[config.mk]
export PLATFORM = sky130hd
export DESIGN_NAME = mul3_pipe
export DESIGN_NICKNAME = d
export VERILOG_FILES = /design/src/rtl/mul3_pipe.sv
export SDC_FILE = /design/constraint.sdc
export NUM_CORES = 1
export LEC_CHECK = 0
export BUFFER_PORTS_ARGS = -buffer_cell sky130_fd_sc_hd__buf_2
export CAP_MARGIN = 10
export CORE_ASPECT_RATIO = 1.4
export CORE_UTILIZATION = 40
export CTS_CLUSTER_SIZE = 16
export DETAILED_ROUTE_END_ITERATION = 7
export GPL_TIMING_DRIVEN = 0
export PLACE_DENSITY_LB_ADDON = 0.05
export SLEW_MARGIN = 30
export SYNTH_ARGS = -nofsm -noshare
export SYNTH_HDL_FRONTEND = slang
export SYNTH_SLANG_ARGS = --single-unit
[constraint.sdc]
create_clock -name clk -period 5.6 [get_ports clk]
set_input_delay 0 -clock clk [delete_from_list [all_inputs] [get_ports clk]]
set_output_delay 0 -clock clk [all_outputs]
set_load 0.05 [all_outputs]
[src/rtl/mul3_pipe.sv]
// Two-stage pipelined unsigned multiplier producing a*b and (a*b*c) mod 2^P2_W.
// Stage 1 forms a*b and keeps c; stage 2 multiplies them and flags lost high bits.
module mul3_pipe #(
  parameter int A_W  = 4,
  parameter int B_W  = 4,
  parameter int C_W  = 8,
  parameter int P1_W = 8,
  parameter int P2_W = 14
) (
  input  logic            clk,
  input  logic            rst_n,
  input  logic            in_valid,
  input  logic [A_W-1:0]  a,
  input  logic [B_W-1:0]  b,
  input  logic [C_W-1:0]  c,
  output logic            out_valid,
  output logic [P1_W-1:0] P1,
  output logic [P2_W-1:0] P2,
  output logic            p2_ovf
);

  localparam int FULL_W = P1_W + C_W;

  logic            s1_valid_q, s1_valid_d;
  logic [P1_W-1:0] s1_ab_q, s1_ab_d;
  logic [C_W-1:0]  s1_c_q, s1_c_d;
  logic            out_valid_q, out_valid_d;
  logic [P1_W-1:0] p1_q, p1_d;
  logic [P2_W-1:0] p2_q, p2_d;
  logic            ovf_q, ovf_d;
  logic [FULL_W-1:0] full;

  // Data registers only load on a valid beat, so idle operands never reach them.
  always_comb begin
    s1_valid_d = in_valid;
    s1_ab_d    = s1_ab_q;
    s1_c_d     = s1_c_q;
    if (in_valid) begin
      s1_ab_d = P1_W'(a) * P1_W'(b);
      s1_c_d  = c;
    end
  end

  assign full = FULL_W'(s1_ab_q) * FULL_W'(s1_c_q);

  always_comb begin
    out_valid_d = s1_valid_q;
    p1_d        = p1_q;
    p2_d        = p2_q;
    ovf_d       = ovf_q;
    if (s1_valid_q) begin
      p1_d  = s1_ab_q;
      p2_d  = full[P2_W-1:0];
      ovf_d = |full[FULL_W-1:P2_W];
    end
  end

  always_ff @(posedge clk or negedge rst_n) begin
    if (!rst_n) begin
      s1_valid_q  <= 1'b0;
      s1_ab_q     <= '0;
      s1_c_q      <= '0;
      out_valid_q <= 1'b0;
      p1_q        <= '0;
      p2_q        <= '0;
      ovf_q       <= 1'b0;
    end else begin
      s1_valid_q  <= s1_valid_d;
      s1_ab_q     <= s1_ab_d;
      s1_c_q      <= s1_c_d;
      out_valid_q <= out_valid_d;
      p1_q        <= p1_d;
      p2_q        <= p2_d;
      ovf_q       <= ovf_d;
    end
  end

  assign out_valid = out_valid_q;
  assign P1        = p1_q;
  assign P2        = p2_q;
  assign p2_ovf    = ovf_q;

endmodule

* Word-level counts from Yosys, hierarchy flattened
Cells that the tools add are included.
Storage, ports and cells: register bits 41, bits of input ports 19, output and inout port bits 24, logic and storage cells 10
Cells by class: multipliers 2, reduce and logical (&&, ||, !) cells 1
Operators with widths (count):
- 8-bit by 8-bit multiplier with 16-bit output | 1
- 4-bit by 4-bit multiplier with 8-bit output | 1
- 2-bit OR reduction | 1

* Longest topological paths before layout
Gate-level depths: netlist of run 1.
depth in word-level cells 2, gate-level depth with buffers 16, depth with buffers taken out 16

* Worst setup path after synthesis of run 1
Ideal clock, no wire load.
path type flip-flop to flip-flop, from register s1_c_q[7], to register p2_q[13], in the netlist P2[13], arrival time 4087 ps, period minus slack after synthesis 4212 ps, buffers on the path 0, path slack 1388 ps, stages on the path, launching flop included 15, library setup time 125 ps, cell sequence dfrtp_1 > and2_1 > fa_1 > fa_1 > fa_1 > inv_1 > fa_1 > inv_1 > ha_1 > a21oi_4 > a21boi_0 > o22ai_1 > o21ai_1 > xnor2_1 > mux2_2
On the way: longest elaborated chain between the ends 1
RTL lines:
- start, declared | line 26 | logic [C_W-1:0] s1_c_q, s1_c_d;
- start signal, assigned | line 62 | s1_c_q <= '0;
- start signal, assigned | line 70 | s1_c_q <= s1_c_d;
- 8-bit by 8-bit multiplier with 16-bit output | line 44 | assign full = FULL_W'(s1_ab_q) * FULL_W'(s1_c_q);
- end signal, assigned | line 73 | p2_q <= p2_d;
- end, declared | line 29 | logic [P2_W-1:0] p2_q, p2_d;
Every way passes these cells. A chain may end at the register's enable or synchronous reset.

* Worst setup path after layout of run 1
from register s1_ab_q[2], to register p2_q[13], in the netlist P2[13]
On the way: longest elaborated chain between the ends 1
RTL lines:
- start, declared | line 25 | logic [P1_W-1:0] s1_ab_q, s1_ab_d;
- start signal, assigned | line 61 | s1_ab_q <= '0;
- start signal, assigned | line 69 | s1_ab_q <= s1_ab_d;
- 8-bit by 8-bit multiplier with 16-bit output | line 44
Every way passes these cells.

==> metrics.cfg, run 1 <==
[drt]
routed_wl_mm=7.93
firstDrtPassIters=4
drc=0
drtAntennaViolNets=0
wl_per_cell_um=13.7
dr_total_vias=2736
drtIter0Drc=80
avgViaCountPerCell=4.73

[floorplanning]
fp-row-count=42
initial_core_util_pct=41.7
dieHeight_um=120
coreArea_um2=9620
die_w_um=86.6
fp.dieArea_um2=10400
pin_count=43

[worst_setup_path]
cpMostUsedCell=fa_1
endpoint_kind=register
max_stage_delay_ns=0.55
path_delay_family=adder cells
start_kind=register
crit_required_ns=5.77
worstPathMaxFanout=10
cp_num_buf_inv=2
critPathArrivalTime_ns=4.76
crit_slowest_cell=fa_1
crit_type=register to register
critical_path.cell_chain=and2_1, fa_1, fa_1, fa_1, inv_1, fa_1, inv_1, ha_1, a21oi_4, a21boi_0, o22ai_1, o21ai_1, xnor2_1, mux2_2

[yosys]
async_flop_share_pct=100
synth_compound_area_share_pct=7.40
synth.ff_latch_count=41
avgSynthCellArea_um2=10.4
syn-num-nets=492
ys_types=38
syn_area_um2=4010
synth_fa_ha_area_share_pct=35.0
synth_cells=385
synth_top_family_by_area=adder cells
synth_edf_count=0
synthMuxAreaShare_pct=8.52
yosysWarnings=0
synth-simple-area-share_pct=13.7
synthXorXnorAreaFrac_pct=3.06
synthFlopType=dfrtp_1
seq_area_frac_synth_pct=25.6

[place]
io_buffer_count=42
gp_congestion=0.755
dpl_cell_area_um2=4380
dp_hpwl_mm=6.34

[clocking]
ctsHtreeMaxLevel=2
cts_tree=yes
cts_buffers=5
root_buffer=clkbuf_16
cts.sinks=41
clk_pin_slew_ns=0.06
clk_latency_ns=0.29
postCtsSetupRepairBufs=0
clock_path_buffers=2

[power]
pwr-share-comb_pct=68.9
switching_power_w=0.00125
power_w=0.00259
sw_frac_of_total_pct=48.4
vdd_drop_max_uv=188
p_int_w=0.00134
power.share.clock_pct=13.1
power_frac_seq_pct=18.0
p_leak_nw=2.41
power_density_nw_per_um2=553

[finish]
area_growth_pct=16.7
num-nets-final=553
nFillCells=934
drive_gt1_share_pct=19.5
fin_util_pct=48.6
antennaDiodeCount=0
design_area_um2=4680
seqCellArea_um2=1030
multi_input_area_um2=2710

[grt]
antenna_found_initial=0
grt_remaining_overflow=0
grt_usage_pct=17.5
first_global_vias=2988
grt_start_max_net_pins=42
grt_pass1_wl_mm=14.0

[flow_run]
maxCapViolCount=0

[sta]
finalHoldViolCount=0
fin_skew_ns=0.00957
finalSetupViolations=0
slew_headroom_pct=59.5
post-route-period-util_pct=82.0
tns_ns=0
tightestPinTransition_ns=0.608
max_freq_mhz=218
drv_slew=0
rsz0062_at_grt=false
fin_crit_ns=4.59

[status]
status=finished clean

[hold_path]
holdCritPathClass=input port to register

## flip-flops by register name, indices dropped and copies added (netlist names)
| name | cells |
|---|---|
| P1 | 8 |
| out_valid_d | 1 |
| s1_c_q | 8 |
| out_valid | 1 |
| s1_ab_q | 8 |
| p2_ovf | 1 |
| P2 | 14 |
## cell usage in the layout (no fill, tap or decap), types with 11 or more instances in the layout
cell type / instances
and2_1: 62
buf_2: 41
dfrtp_1: 41
dlygate4sd3_1: 12
fa_1: 40
ha_1: 48
inv_1: 65
mux2_2: 29
nand2_1: 23
xnor2_1: 11
## path summary, 6_finish.rpt
check / from / endpoint / slack [ns] / depth (start not counted)
max in group asynchronous: rst_n / s1_c_q[6] / 4.97 / 2
max reg2reg: s1_ab_q[2] / P2[13] / 1.01 / 14
min reg2reg: out_valid_d / out_valid / 0.40 / 0
min: b[1] / s1_ab_q[1] / 0.22 / 4
max: s1_ab_q[2] / P2[13] / 1.01 / 14
min in group asynchronous: rst_n / out_valid_d / 0.23 / 2
## cell usage after synthesis (2+ instances only)
cell type	instances	area, um^2
inv_1	65	244
clkbuf_1	3	11.3
a211oi_1	2	15.0
o21ai_1	3	15.0
o21a_1	2	15.0
ha_1	48	601
mux2_2	29	327
o21bai_1	3	22.5
nor2_1	10	37.5
xnor2_1	11	96.3
dfrtp_1	41	1030
o21ai_0	6	30.0
nand3_1	2	10.0
a21oi_1	9	45.0
nand2_1	23	86.3
a21o_1	4	30.0
fa_1	40	801
and2_1	62	388
xor2_1	3	26.3
## area by class of cell
cell class	instances	share of cell area [%]
multi-input combinational	274	58.0
clock inverter	3	0.990
sequential	41	21.9
inverter	65	5.22
timing repair buffer	54	7.12
buffer	5	0.562
tap	132	3.53
clock buffer	5	2.68
## power by group through the flow
| stage | combinational, W | clock, W | sequential (W) |
|---|---|---|---|
| floorplan | 0.00124 | 0 | 0.000665 |
| global placement | 0.00177 | 0 | 0.000472 |
| detailed placement | 0.00179 | 0 | 0.000475 |
| CTS | 0.00181 | 0.000349 | 0.000469 |
| global route | 0.00204 | 0.000356 | 0.000482 |
| finish | 0.00178 | 0.000338 | 0.000465 |
## cells by family after synthesis
| kind of cell | count (synthesis) |
|---|---|
| AOI/OAI and AO/OA | 41 |
| buffers and inverters | 70 |
| and+or+nand+nor | 101 |
| DFF | 41 |
| xor gates and xnor gates | 14 |
| adders and majority gates | 88 |
| muxes | 30 |
## timing repair
action                                 4_1_cts  5_1_grt
endpoints found under the hold margin       51        0
resized for setup                            0        0
hold buffers                                12        0
## per-layer routing
layer | track usage (%) | wire, um | vias up
met4 | 4.69 | 91 | 0
met5 | 0 | 0 | -
met2 | 33.1 | 4260 | 42
li1 | - | - | 1353
met1 | 20.3 | 3360 | 1335
met3 | 2.25 | 220 | 6
## worst reg2reg max path: cells and delay by family (launching register included)
family | cells | cell delay, ns
AO/OA/AOI/OAI | 4 | 0.79
XOR/XNOR | 1 | 0.14
adder cells (fa/ha/maj) | 5 | 2.47
buffers and inverters | 2 | 0.10
flip-flops | 1 | 0.51
multiplexers | 1 | 0.25
AND/OR/NAND/NOR | 1 | 0.22
## metrics by stage
step / hold WS (ns) / cells / setup slack, ns
floorplan: -0.296 / 385 / 1.39
global placement: 0.140 / 559 / 1.03
detailed placement: 0.142 / 559 / 0.979
CTS: 0.224 / 579 / 0.959
global route: 0.244 / 579 / 0.811
finish: 0.220 / 579 / 1.01
Power figures use the tool's default switching activity.
==> run 2: changes to the inputs <==
--- a/config.mk
+++ b/config.mk
@@ -5,6 +5,7 @@
 export SDC_FILE = /design/constraint.sdc
 export NUM_CORES = 1
 export LEC_CHECK = 0
+export ABC_AREA = 1
 export BUFFER_PORTS_ARGS = -buffer_cell sky130_fd_sc_hd__buf_2
 export CAP_MARGIN = 10
 export CORE_ASPECT_RATIO = 1.4
==> constraint.sdc (replaced) <==
create_clock -name clk -period 4 [get_ports clk]
set_input_delay 0 -clock clk [delete_from_list [all_inputs] [get_ports clk]]
set_output_delay 0 -clock clk [all_outputs]
set_load 0.05 [all_outputs]
==> metrics.cfg, run 2 <==
[worst_setup_path]
max_stage_delay_ns=0.54  ; about the same
critical_path.cell_chain=buf_4, nand2_1, inv_1, fa_2, fa_1, inv_1, fa_1, fa_1, inv_1, ha_4, nand2_1, o21ai_4, nand2_1, nand2_2, nand2_2, nand2_1, nand2_1, nand3_1, nand2_1
worstPathMaxFanout=6  ; -4
critPathArrivalTime_ns=4.07  ; -0.69 ns
start_kind=register
crit_required_ns=4.19  ; -1.58 ns
crit_slowest_cell=fa_1
cp_num_buf_inv=4  ; +2
cpMostUsedCell=nand2_1
path_delay_family=adder cells
crit_type=register to register
endpoint_kind=register

[sta]
finalHoldViolCount=0  ; unchanged
finalSetupViolations=0  ; unchanged
rsz0062_at_grt=true
slew_headroom_pct=64.3  ; +4.8 points
max_freq_mhz=258  ; +18%
post-route-period-util_pct=97.0  ; +15 points
tightestPinTransition_ns=0.536  ; -0.0717 ns
fin_crit_ns=3.88  ; -0.708 ns
fin_skew_ns=0.00339  ; -0.00619 ns
drv_slew=0  ; unchanged

[drt]
routed_wl_mm=9.50  ; +20%
drtIter0Drc=94  ; +18%
drc=0  ; unchanged
firstDrtPassIters=4  ; unchanged
drtAntennaViolNets=0  ; unchanged
dr_total_vias=3540  ; +29%
avgViaCountPerCell=4.50  ; -4.7%
wl_per_cell_um=12.1  ; -12%

[yosys]
synthFlopType=dfrtp_1
yosysWarnings=0  ; unchanged
synthTopCellsByArea=dfrtp_1 24%, fa_1 19%, nand2_1 18%
synth_top_area_share_pct=24.1  ; -1.5 points
avgSynthCellArea_um2=7.42  ; -29%
syn-num-nets=680  ; +38%
yosysTopAreaCell=dfrtp_1
yosysMostFrequentCell=nand2_1
synth_edf_count=0  ; unchanged
ys_types=29  ; -24%
yosys-top-cells-count=200 x nand2_1, 140 x inv_1, 48 x ha_1
async_flop_share_pct=100  ; unchanged
synth_cells=573  ; +49%
synth.ff_latch_count=41  ; unchanged
seq_area_frac_synth_pct=24.1  ; -1.5 points
syn_area_um2=4250  ; +6.2%

[place]
io_buffer_count=42  ; unchanged
dpl_cell_area_um2=4640  ; +5.8%
gp_congestion=0.794  ; +5.1%
dp_hpwl_mm=7.32  ; +16%

[finish]
fin_util_pct=50.7  ; +2.1 points
design_area_um2=5250  ; +12%
final_common_cell=nand2_1
drive_gt1_share_pct=20.7  ; +1.2 points
nFillCells=1066  ; +14%
mostFrequentLayoutCells=190 x nand2_1, 139 x inv_1, 44 x buf_2
antennaDiodeCount=0  ; unchanged
largest_reg_flops=14  ; unchanged
num-nets-final=754  ; +36%
area_growth_pct=23.5

[clocking]
clock_path_buffers=2  ; unchanged
root_buffer=clkbuf_16
cts.sinks=41  ; unchanged
cts_buffers=5  ; unchanged
cts_tree=yes
ctsHtreeMaxLevel=2  ; unchanged
clk_pin_slew_ns=0.07  ; about the same
clk_latency_ns=0.29  ; about the same

[hold_path]
holdCritPathClass=input port to register

[power]
vdd_drop_max_uv=217  ; +15%
power_w=0.00285  ; +10%
power_density_nw_per_um2=542  ; -1.9%
p_leak_nw=3.28  ; +36%

[grt]
grt_remaining_overflow=0  ; unchanged
antenna_found_initial=0  ; unchanged
grt_pass1_wl_mm=15.5  ; +11%
grt_usage_pct=18.5  ; +0.99 points
first_global_vias=3433  ; +15%
grt_start_max_net_pins=42  ; unchanged

[floorplanning]
coreArea_um2=10300  ; +7.6%
die_w_um=89.2  ; +3.0%
fp.dieArea_um2=11100  ; +6.0%
pin_count=43  ; unchanged
fp-row-count=44  ; +4.8%
dieHeight_um=124  ; +3.0%
initial_core_util_pct=41.1  ; -0.57 points

[status]
status=finished clean

[flow_run]
maxCapViolCount=0  ; unchanged

[run 2: cell types whose count changed after synthesis, moves of 3 or more]
cell	previous run	this run
nand3_1	2	15
nand2_2	0	3
mux2_2	29	0
inv_1	65	140
and2_1	62	1
nor2_1	10	14
nand4_1	1	4
o21ai_0	6	11
clkbuf_1	3	18
nand2_1	23	200
xnor2_1	11	5
a21o_1	4	1
[run 2: where the power goes]
| group | total (W) | switching (W) | internal [W] |
|---|---|---|---|
| logic | 0.00185 | 0.00113 | 0.000721 |
| clock network | 0.000417 | 0.000184 | 0.000233 |
| registers | 0.000585 | 0.0000723 | 0.000513 |
[run 2: worst reg2reg max path, stage by stage (launching register included)]
cell	delay [ns]
dfrtp_2	0.46
buf_4	0.16
nand2_1	0.05
inv_1	0.05
fa_2	0.37
fa_1	0.53
inv_1	0.05
fa_1	0.46
fa_1	0.54
inv_1	0.06
ha_4	0.29
nand2_1	0.09
o21ai_4	0.23
nand2_1	0.09
nand2_2	0.08
nand2_2	0.06
nand2_1	0.05
nand2_1	0.05
nand3_1	0.06
nand2_1	0.05
[run 2: final timing paths]
| kind | from | cells after the start | end | slack [ns] |
|---|---|---|---|---|
| max | s1_ab_q[2] | 19 | P2[13] | 0.12 |
| min | b[1] | 6 | s1_ab_q[1] | 0.18 |
| max reg2reg | s1_ab_q[2] | 19 | P2[13] | 0.12 |
| min reg2reg | out_valid_d | 0 | out_valid | 0.38 |
| max in group asynchronous | rst_n | 2 | s1_c_q[6] | 3.36 |
| min in group asynchronous | rst_n | 2 | P2[5] | 0.24 |
[run 2: logic make-up after synthesis]
family	Yosys count	synth area share (%)
AOI/OAI and AO/OA	30	3.97
buffers and inverters	164	14.6
xor gates and xnor gates	9	1.85
and+or+nand+nor	241	22.5
adders and majority gates	88	32.9
DFF	41	24.1
[run 2: layout make-up]
class	instances	area [um^2]	share of cell area, %
clock inverter	3	21.3	0.405
multi-input combinational	368	2790	53.1
buffer	8	36.3	0.691
inverter	142	533	10.1
tap	138	173	3.29
clock buffer	5	125	2.38
sequential	41	1040	19.9
timing repair buffer	81	533	10.1
[run 2: through the flow]
step                      TNS (ns)  hold slack [ns]  setup slack (ns)  cells
after global placement       -1.45            0.187            -0.344    753
after global routing       -0.0251            0.229           -0.0251    786
after floorplan                  0           -0.296            0.0540    573
after CTS                        0            0.181           0.00446    777
final                            0            0.183             0.118    786
after detailed placement     -1.85            0.210            -0.395    753
[run 2: routing by layer]
metal	vias up	share of wire, %	GRT usage [%]
li1	1824	-	-
met1	1643	43	20.1
met2	57	53	35.5
met3	16	1.7	2.19
met4	0	2.8	7.44
met5	-	0	0
[run 2: timing repair]
action                                  in CTS  in global routing
gates cloned                                 0                  0
hold buffers                                12                  0
endpoints found under the hold margin       51                  0
gates resized for setup                     19                 31
pin swaps                                    0                 18
endpoints found under the setup margin       7                  6
buffers inserted                            18                  9
